**src/rtl/riscv_core_divider.sv**
```systemverilog
// rtl/riscv_core_divider.sv - iterative non-restoring RV64M divider (DIV/DIVU/REM/REMU and W forms)
//
// Ports:
//   i_div_clk          clock, rising edge
//   i_div_rstn         asynchronous active-low reset
//   i_div_srcA/srcB    dividend / divisor (XLEN)
//   i_div_control      00 DIV, 01 DIVU, 10 REM, 11 REMU
//   i_div_isword       1 = 32-bit word variant
//   i_div_en           level-sensitive request
//   o_div_busy         operation in progress
//   o_div_done         one-cycle completion pulse
//   o_div_overflow     signed-overflow flag of last result
//   o_div_div_by_zero  divide-by-zero flag of last result
//   o_div_result       quotient or remainder of last completed operation
module riscv_core_divider #(
  parameter int XLEN = 64
) (
  input  logic            i_div_clk,
  input  logic            i_div_rstn,
  input  logic [XLEN-1:0] i_div_srcA,
  input  logic [XLEN-1:0] i_div_srcB,
  input  logic [1:0]      i_div_control,
  input  logic            i_div_isword,
  input  logic            i_div_en,
  output logic            o_div_busy,
  output logic            o_div_done,
  output logic            o_div_overflow,
  output logic            o_div_div_by_zero,
  output logic [XLEN-1:0] o_div_result
);

  localparam int HALF = XLEN / 2;
  localparam int CW   = $clog2(XLEN) + 1;

  typedef enum logic [1:0] {IDLE, CALC, DONE} state_t;

  state_t state_q, state_d;

  logic            valid_q, valid_d;
  logic            en_low_q, en_low_d;
  logic [XLEN-1:0] cache_a_q, cache_a_d;
  logic [XLEN-1:0] cache_b_q, cache_b_d;
  logic [1:0]      cache_ctl_q, cache_ctl_d;
  logic            cache_w_q, cache_w_d;
  logic [XLEN-1:0] opa_q, opa_d;
  logic [XLEN-1:0] div_q, div_d;
  logic [XLEN+1:0] rem_q, rem_d;
  logic [XLEN-1:0] quo_q, quo_d;
  logic [CW-1:0]   cnt_q, cnt_d;
  logic            quo_neg_q, quo_neg_d;
  logic            rem_neg_q, rem_neg_d;
  logic            dz_q, dz_d;
  logic            ovf_q, ovf_d;
  logic [XLEN-1:0] result_q, result_d;
  logic            flag_dz_q, flag_dz_d;
  logic            flag_ovf_q, flag_ovf_d;

  // Operand preparation from the live inputs (used only on the start edge)
  logic            signed_op;
  logic [XLEN-1:0] op_a, op_b, a_mag, b_mag;
  logic            a_neg, b_neg, in_dz, in_ovf;
  logic            start;

  always_comb begin
    signed_op = ~i_div_control[0];
    if (i_div_isword) begin
      op_a = {{HALF{signed_op & i_div_srcA[HALF-1]}}, i_div_srcA[HALF-1:0]};
      op_b = {{HALF{signed_op & i_div_srcB[HALF-1]}}, i_div_srcB[HALF-1:0]};
    end else begin
      op_a = i_div_srcA;
      op_b = i_div_srcB;
    end
    a_neg  = signed_op & op_a[XLEN-1];
    b_neg  = signed_op & op_b[XLEN-1];
    a_mag  = a_neg ? -op_a : op_a;
    b_mag  = b_neg ? -op_b : op_b;
    in_dz  = (op_b == '0);
    // After extension, both widths' most-negative value is all ones above bit HALF-1 or XLEN-1
    in_ovf = signed_op && (op_b == '1) &&
             (op_a == (i_div_isword ? {{(HALF+1){1'b1}}, {(HALF-1){1'b0}}}
                                    : {1'b1, {(XLEN-1){1'b0}}}));
    // Start unless this exact request was already served and en stayed high since
    start  = i_div_en && (!valid_q || en_low_q ||
             ({i_div_srcA, i_div_srcB, i_div_control, i_div_isword} !=
              {cache_a_q, cache_b_q, cache_ctl_q, cache_w_q}));
  end

  // One non-restoring step: shift in the next dividend bit, then subtract
  // when the partial remainder is non-negative, add when it is negative.
  logic [XLEN+1:0] rem_shift, rem_step;
  logic [XLEN-1:0] quo_step;

  always_comb begin
    rem_shift = {rem_q[XLEN:0], quo_q[XLEN-1]};
    rem_step  = rem_q[XLEN+1] ? rem_shift + {2'b00, div_q}
                              : rem_shift - {2'b00, div_q};
    quo_step  = {quo_q[XLEN-2:0], ~rem_step[XLEN+1]};
  end

  // Final result: remainder correction, sign fix-up, special cases, word extension
  logic            is_rem, calc_last;
  logic [XLEN-1:0] rem_fix, norm_res, spec_res, raw_res, fin_res;

  always_comb begin
    is_rem    = cache_ctl_q[1];
    calc_last = dz_q | ovf_q | (cnt_q == '0);
    // Final remainder lies in [-d, d); the corrected value fits in XLEN bits
    rem_fix   = rem_q[XLEN-1:0] + (rem_q[XLEN+1] ? div_q : '0);
    if (is_rem) norm_res = rem_neg_q ? -rem_fix : rem_fix;
    else        norm_res = quo_neg_q ? -quo_q : quo_q;
    // Overflow quotient equals the (extended) most-negative dividend itself
    if (dz_q) spec_res = is_rem ? opa_q : '1;
    else      spec_res = is_rem ? '0 : opa_q;
    raw_res = (dz_q | ovf_q) ? spec_res : norm_res;
    fin_res = cache_w_q ? {{HALF{raw_res[HALF-1]}}, raw_res[HALF-1:0]} : raw_res;
  end

  // FSM: state register
  always_ff @(posedge i_div_clk or negedge i_div_rstn) begin
    if (!i_div_rstn) state_q <= IDLE;
    else             state_q <= state_d;
  end

  // FSM: next state
  always_comb begin
    state_d = state_q;
    case (state_q)
      IDLE:    if (start) state_d = CALC;
      CALC:    if (calc_last) state_d = DONE;
      DONE:    state_d = IDLE;
      default: state_d = IDLE;
    endcase
  end

  // FSM: outputs
  always_comb begin
    o_div_busy = (state_q == CALC);
    o_div_done = (state_q == DONE);
  end

  assign o_div_result      = result_q;
  assign o_div_overflow    = flag_ovf_q;
  assign o_div_div_by_zero = flag_dz_q;

  // Datapath next-state
  always_comb begin
    valid_d     = valid_q;
    en_low_d    = en_low_q;
    cache_a_d   = cache_a_q;
    cache_b_d   = cache_b_q;
    cache_ctl_d = cache_ctl_q;
    cache_w_d   = cache_w_q;
    opa_d       = opa_q;
    div_d       = div_q;
    rem_d       = rem_q;
    quo_d       = quo_q;
    cnt_d       = cnt_q;
    quo_neg_d   = quo_neg_q;
    rem_neg_d   = rem_neg_q;
    dz_d        = dz_q;
    ovf_d       = ovf_q;
    result_d    = result_q;
    flag_dz_d   = flag_dz_q;
    flag_ovf_d  = flag_ovf_q;

    case (state_q)
      IDLE: begin
        if (!i_div_en) en_low_d = 1'b1;
        if (start) begin
          valid_d     = 1'b1;
          cache_a_d   = i_div_srcA;
          cache_b_d   = i_div_srcB;
          cache_ctl_d = i_div_control;
          cache_w_d   = i_div_isword;
          opa_d       = op_a;
          div_d       = b_mag;
          rem_d       = '0;
          // Word magnitudes sit in the top half so 32 shifts consume them
          quo_d       = i_div_isword ? {a_mag[HALF-1:0], {HALF{1'b0}}} : a_mag;
          cnt_d       = i_div_isword ? CW'(HALF) : CW'(XLEN);
          quo_neg_d   = a_neg ^ b_neg;
          rem_neg_d   = a_neg;
          dz_d        = in_dz;
          ovf_d       = in_ovf;
        end
      end
      CALC: begin
        if (calc_last) begin
          result_d   = fin_res;
          flag_dz_d  = dz_q;
          flag_ovf_d = ovf_q;
        end else begin
          rem_d = rem_step;
          quo_d = quo_step;
          cnt_d = cnt_q - CW'(1);
        end
      end
      DONE:    en_low_d = 1'b0;
      default: ;
    endcase
  end

  always_ff @(posedge i_div_clk or negedge i_div_rstn) begin
    if (!i_div_rstn) begin
      valid_q     <= 1'b0;
      en_low_q    <= 1'b0;
      cache_a_q   <= '0;
      cache_b_q   <= '0;
      cache_ctl_q <= '0;
      cache_w_q   <= 1'b0;
      opa_q       <= '0;
      div_q       <= '0;
      rem_q       <= '0;
      quo_q       <= '0;
      cnt_q       <= '0;
      quo_neg_q   <= 1'b0;
      rem_neg_q   <= 1'b0;
      dz_q        <= 1'b0;
      ovf_q       <= 1'b0;
      result_q    <= '0;
      flag_dz_q   <= 1'b0;
      flag_ovf_q  <= 1'b0;
    end else begin
      valid_q     <= valid_d;
      en_low_q    <= en_low_d;
      cache_a_q   <= cache_a_d;
      cache_b_q   <= cache_b_d;
      cache_ctl_q <= cache_ctl_d;
      cache_w_q   <= cache_w_d;
      opa_q       <= opa_d;
      div_q       <= div_d;
      rem_q       <= rem_d;
      quo_q       <= quo_d;
      cnt_q       <= cnt_d;
      quo_neg_q   <= quo_neg_d;
      rem_neg_q   <= rem_neg_d;
      dz_q        <= dz_d;
      ovf_q       <= ovf_d;
      result_q    <= result_d;
      flag_dz_q   <= flag_dz_d;
      flag_ovf_q  <= flag_ovf_d;
    end
  end

endmodule

```
**config.mk**
```make
export PLATFORM = sky130hd
export DESIGN_NAME = riscv_core_divider
export DESIGN_NICKNAME = d
export VERILOG_FILES = /design/src/rtl/riscv_core_divider.sv
export SDC_FILE = /design/constraint.sdc
export NUM_CORES = 2
export LEC_CHECK = 0
export BUFFER_PORTS_ARGS = -buffer_cell sky130_fd_sc_hd__buf_4
export CORE_ASPECT_RATIO = 1.2
export CORE_MARGIN = 2
export CORE_UTILIZATION = 26
export CTS_BUF_LIST = sky130_fd_sc_hd__clkbuf_16
export CTS_CLUSTER_SIZE = 28
export DETAILED_ROUTE_END_ITERATION = 12
export PLACE_DENSITY = 0.47
export SETUP_SLACK_MARGIN = 0.1
export SYNTH_ARGS = -nofsm -noshare
export SYNTH_HDL_FRONTEND = slang
export SYNTH_SLANG_ARGS = --single-unit
```
**constraint.sdc**
```tcl
create_clock -name i_div_clk -period 5.9 [get_ports i_div_clk]
set_input_delay 0.295 -clock i_div_clk [delete_from_list [all_inputs] [get_ports i_div_clk]]
set_output_delay 0.295 -clock i_div_clk [all_outputs]
set_load 0.1 [all_outputs]
```
**After elaboration in Yosys (flattened, before gate mapping)**

Index checks and enable logic that the tools add are counted.

- Flip-flop bits (word level): 470
- Output and inout port bits: 68
- Word-level logic and storage cells: 92

- Add/subtract/negate cells: 8
- Equal/unequal tests: 9
- Mux-type cells: 31
- Bitwise gates (word level): 9
- Reductions and logical operators: 16

Operators by type and width:

| cell | count |
|---|---|
| 64-bit two-way mux | 16 |
| 64-bit negation | 4 |
| 66-bit two-way mux | 3 |
| 66-bit one-hot mux with 2 select lines | 1 |
| 131-bit != test | 1 |
| 64-bit one-hot mux with 2 select lines | 1 |
| 66-bit by 64-bit adder with 66-bit output | 1 |
| 66-bit by 64-bit subtractor with 66-bit output | 1 |
| 64-bit adder | 1 |
| 64-bit equality test | 1 |
| 64-bit equality test (second input constant) | 1 |
| 64-bit zero test | 1 |
| 63-bit two-way mux | 1 |
| 7-bit two-way mux | 3 |
| 7-bit one-hot mux with 2 select lines | 1 |
| 2-bit AND reduction | 4 |
| 7-bit zero test | 1 |
| 7-bit by 1-bit subtractor with 7-bit output (second input constant) | 1 |
| 2-bit != test (second input constant) | 3 |
| 1-bit AND | 4 |
| 2-bit two-way mux | 2 |
| 2-bit one-hot mux with 2 select lines | 1 |
| 2-bit nonzero test | 2 |
| 1-bit logical AND | 3 |
| 12 further kinds | 15 |

**Depth between registers and ports, before layout**

- Word-level depth: 8
- Depth in mapped cells: 25
- Mapped depth without buffers: 24

**Worst setup path after synthesis**

OpenSTA, ideal clock, no wires.

- Path type: register to register
- Start point: register div_q[10]
- End point: register quo_q[0]
- Library setup time: 0.136 ns
- Data arrival time: 5.686 ns
- Required time: 5.764 ns
- Setup slack: 0.078 ns
- Cell stages (with the launch flop): 25
- Path buffers: 1
- Cell sequence: dfrtp_1 or4_1 nor4_1 or4b_2 nor3_2 nand2_1 nor2_1 nand2_1 nor2_1 nor2_1 xor2_1 ha_1 clkbuf_1 and3_1 nand2_1 nor2_1 nand3_1 o32ai_1 nor3_1 o31ai_1 a41oi_1 a221oi_1 xnor2_1 a221oi_1 a21oi_1

- Word-level cells in the longest chain between the ends: 5
- Elaborated cells on any way between the ends: 6

RTL lines:

| element | RTL line | text |
|---|---|---|
| start, declared | 46 | `logic [XLEN-1:0] div_q, div_d;` |
| start signal, assigned | 231 | `div_q <= div_d;` |
| 66-bit by 64-bit subtractor with 66-bit output or 66-bit by 64-bit adder with 66-bit output (tied branches) | 96, 95 |  |
| 66-bit two-way mux (*) | 95 | `rem_step = rem_q[XLEN+1] ? rem_shift + {2'b00, div_q}` |
| 1-bit inverter (*) | 97 | `quo_step = {quo_q[XLEN-2:0], ~rem_step[XLEN+1]};` |
| 64-bit two-way mux (*) | 188 | `if (calc_last) begin` |
| 64-bit one-hot mux with 2 select lines (*) | 166 | `case (state_q)` |
| end signal, assigned | 233 | `quo_q <= quo_d;` |
| end, declared | 48 | `logic [XLEN-1:0] quo_q, quo_d;` |

Every way passes the cells marked *; elsewhere a longest branch is shown, timed or not. The select of a mux whose other input is x is not followed.
A chain may end at the register's enable or synchronous reset.

**Worst setup path in the final report**

- Start point: register rem_q[65]
- End point: register result_q[62] (netlist: o_div_result[62])

- Word-level cells in the longest chain between the ends: 7

RTL lines:

| element | RTL line | text |
|---|---|---|
| start, declared | 47 | `logic [XLEN+1:0] rem_q, rem_d;` |
| start signal, assigned | 232 | `rem_q <= rem_d;` |
| 64-bit two-way mux (*) | 108 | `rem_fix = rem_q[XLEN-1:0] + (rem_q[XLEN+1] ? div_q : '0);` |
| 64-bit adder (*) | 108 |  |
| 64-bit negation | 109 | `if (is_rem) norm_res = rem_neg_q ? -rem_fix : rem_fix;` |
| 64-bit two-way mux (*) (2 in a row) | 109 |  |
| 64-bit two-way mux (*) | 114 | `raw_res = (dz_q \| ovf_q) ? spec_res : norm_res;` |
| 64-bit two-way mux (*) | 115 | `fin_res = cache_w_q ? {{HALF{raw_res[HALF-1]}}, raw_res[HALF-1:0]} : raw_res;` |
| end signal, assigned | 239 | `result_q <= result_d;` |
| end, declared | 54 | `logic [XLEN-1:0] result_q, result_d;` |

Every way passes the cells marked *; elsewhere a longest branch is shown, timed or not.

==> run summary <==
Area after DPL: 0.0406 mm^2
routed wire length per instance: 25.6 um
vias in the first global route: 35.7k
first-pass GRT wire length: 250 mm
ratio of final minimum period to clock period: 94.4%
crit path launch type: register
Syn Nets: 4,862
worst skew pair latency: 0.69 ns
mux contribution to synthesized area: 3.18%
Top Ports: 202
antenna violations before repair: 9
Post-Layout Inst Area: 0.0438 mm^2
critical path's largest stage delay: 0.70 ns
RSZ-0062 raised after global routing: true
layout cell share with drive strength beyond 1: 14.5%
largest net degree at the start of global routing: 162
Synth Instances: 4,590
starting density of the core: 26.1%
CTS buffer count: 52
CP Launch Point: rem_q[65]
Bufs on Longest Clock Path: 3
CP Cell Sequence: buf_12 -> and2_1 -> ha_1 -> nor2b_1 -> o2111a_1 -> o31a_2 -> nor4_2 -> nor2_1 -> xor2_1 -> a2111o_1 -> nor4_2 -> buf_4 -> or3_1 -> a41o_1 -> nand2_2 -> a221oi_1 -> a211oi_1
Async S/R FF share, synth: 100%
clock slew at reported path FFs: 0.06 ns
DR pass1 iterations: 6
Slowest-stage cell, CP: nor4_2
Crit path arrival time: 6.07 ns
1st-iter DRT viols: 3,498
pins over their slew limit: 0
fin cells: 6,718
min Tclk post-route: 5.57 ns
Fin. Hold Viols: 0
Mapped Area: 0.0363 mm^2
die width: 345 um
total grt overflow: 0
CORE AREA: 0.139 mm^2
Worst Tran Pin Value: 1.27 ns
FMAX: 180 MHz
ANT nets after route: 0
final worst slack: 0.332 ns
CP bufs+invs: 2
placed cells: 6,507
hpwl dp: 138 mm
r2r startpoint: rem_q[65]
worst hold path class: input pin to register
Nets: 5,121
pre-CTS WS: -0.226 ns
register area share after synthesis: 30.1%
Relative slew margins: 14.8%
final setup violating endpoints: 0
largest family of logic cells by synthesized area: compound AO/OA/AOI/OAI gates
sum of negative setup slack: 0 ns
Global Route Usage Sum: 23.4%
row cnt: 150
Avg Inst Size Synth: 7.91 um^2
worst clock skew: 0.0648 ns
crit-path max FO: 60
CTS tree: done
Max Cap Viol: 0
Ys Warns: 0
drt via density: 5.44
DRC errors left: 0
Root Driver: clkbuf_16
final wirelength: 172 mm
Yosys reg bits: 437
synthesis-to-finish area growth: 20.7%
worst path required time: 6.41 ns
Vias: 36.6k
cell mode on critical path: nor4_2
status: completed
Post-Synth Simple-Gate Area: 19.9%
critical path's top delay family: compound AO/OA/AOI/OAI gates
min-delay src: i_div_srcB[18]
top_reg_cell synth: dfrtp_1
IO buf count: 201
complex-gate fraction of the synthesized area: 25.8%
clk sink count: 437
Yosys cell types: 99
area share of fa/ha/maj cells after synthesis: 4.80%
EDFF count, synth: 0
XOR/XNOR Fraction of Synth Area: 11.5%
GP Congestion: 0.943
H-tree depth: 2
endpoint class of the critical path: register
Chip Height: 413 um
DIE AREA: 0.143 mm^2
critical path type: register to register
-- sequential cells by signal, summed over array words and instances, names as in the netlist --
register           count
quo_neg_q              1
en_low_q               1
cache_ctl_q            2
opa_q                 32
cache_a_q             64
cache_w_q              1
o_div_overflow         1
ovf_q                  1
quo_q                 64
cnt_q                  7
div_q                 63
rem_neg_q              1
cache_b_q             64
o_div_div_by_zero      1
valid_q                1
o_div_result          64
state_q                2
dz_q                   1
rem_q                 66
-- per-stage QoR --
| step | hold slack [ns] | util (%) |
|---|---|---|
| 2_1_floorplan | -0.000591 | - |
| 3_3_place_gp | 0.361 | 29.2 |
| 3_5_place_dp | 0.359 | 29.2 |
| 4_1_cts | 0.00151 | 31.2 |
| 5_1_grt | 0.0206 | 31.5 |
| 6_report | 0.0326 | 31.5 |
-- path summary, 6_finish.rpt --
| kind | endpoint | slack, ns | depth (start not counted) |
|---|---|---|---|
| max | o_div_result[62] | 0.33 | 17 |
| min | cache_b_q[18] | 0.03 | 3 |
| max reg2reg | o_div_result[62] | 0.33 | 17 |
| min reg2reg | valid_q | 0.44 | 2 |
| max in group asynchronous | cache_b_q[26] | 4.19 | 3 |
| min in group asynchronous | o_div_result[19] | 0.26 | 2 |
-- Yosys cell counts (27+ instances only) --
cell type	instances	share of area (%)
a211oi_1	55	1.1
a21o_1	100	2.1
a21oi_1	341	4.7
a221oi_1	64	1.5
a22oi_1	45	0.93
a31oi_1	47	0.81
and2_1	75	1.3
clkbuf_1	271	2.8
dfrtp_1	437	30
ha_1	136	4.7
inv_1	141	1.5
mux2_2	89	2.8
nand2_1	490	5.1
nand3_1	115	1.6
nand4_1	71	1.2
nor2_1	365	3.8
nor2b_1	27	0.47
nor3_1	108	1.5
nor4_1	70	1.2
o211ai_1	31	0.64
o21ai_0	467	6.4
o22ai_1	33	0.57
o31ai_1	68	1.4
or3_1	49	0.84
or4_1	30	0.62
xnor2_1	218	5.3
xor2_1	255	6.2
-- timing repair --
| action | CTS | global route |
|---|---|---|
| gates resized for setup | 11 | 61 |
| hold buffers | 99 | 0 |
| pin swaps | 1 | 33 |
| buffers inserted | 1 | 12 |
| endpoints found under the setup margin | 10 | 36 |
| endpoints found under the hold margin | 188 | 0 |
-- kinds of logic (layout without fill, tap and decap cells) --
kind of cell / after synthesis / after routing
and+or+nand+nor: 1507 / 1507
AOI/OAI and AO/OA: 1481 / 1481
xor gates and xnor gates: 474 / 474
buffers and inverters: 449 / 750
DFF: 437 / 437
adders and majority gates: 138 / 138
muxes: 104 / 104
other: 0 / 3
-- placed cells by master (no fill, tap or decap), types with 21 or more instances in the layout --
| master | count |
|---|---|
| and2_1 | 75 |
| xor2_1 | 255 |
| or3_1 | 49 |
| nand4_1 | 71 |
| o22ai_1 | 33 |
| o21ai_0 | 462 |
| o211ai_1 | 31 |
| nor3_1 | 105 |
| nor2_1 | 360 |
| a31oi_1 | 45 |
| a21oi_1 | 332 |
| nand2_1 | 484 |
| a221oi_1 | 58 |
| a211oi_1 | 53 |
| o31ai_1 | 66 |
| nand3_1 | 111 |
| nor4_1 | 67 |
| dlygate4sd3_1 | 99 |
| clkbuf_16 | 52 |
| a221o_1 | 21 |
| nor2b_1 | 27 |
| or4_1 | 27 |
| mux2_2 | 89 |
| o41ai_1 | 22 |
| a22oi_1 | 45 |
| xnor2_1 | 216 |
| a21o_1 | 100 |
| dfrtp_1 | 433 |
| ha_1 | 134 |
| buf_4 | 398 |
| inv_1 | 144 |
-- tightest hold or removal path, cell delays in order --
cell	delay [ns]
buf_4	0.10
inv_1	0.08
o21ai_0	0.17
-- layout make-up --
| cell class | instances | area (um^2) |
|---|---|---|
| Clock inverter | 44 | 479 |
| Clock buffer | 52 | 1300 |
| Sequential cell | 437 | 10900 |
| Antenna cell | 3 | 7.51 |
| Tap cell | 1824 | 2280 |
| Multi-Input combinational cell | 3704 | 24100 |
| Fill cell | 15000 | 95100 |
| Timing Repair Buffer | 508 | 4180 |
| Inverter | 146 | 552 |
-- layer usage --
layer	up-vias	GRT usage [%]	wire length (um)
met5	-	0	0
li1	17200	-	-
met3	297	2.70	8930
met4	0	12.3	10100
met2	1208	40.7	83200
met1	17900	28.6	70100
Power is not shown: default switching activity piles up to over one toggle a cycle in this logic, so the estimate is an artifact.
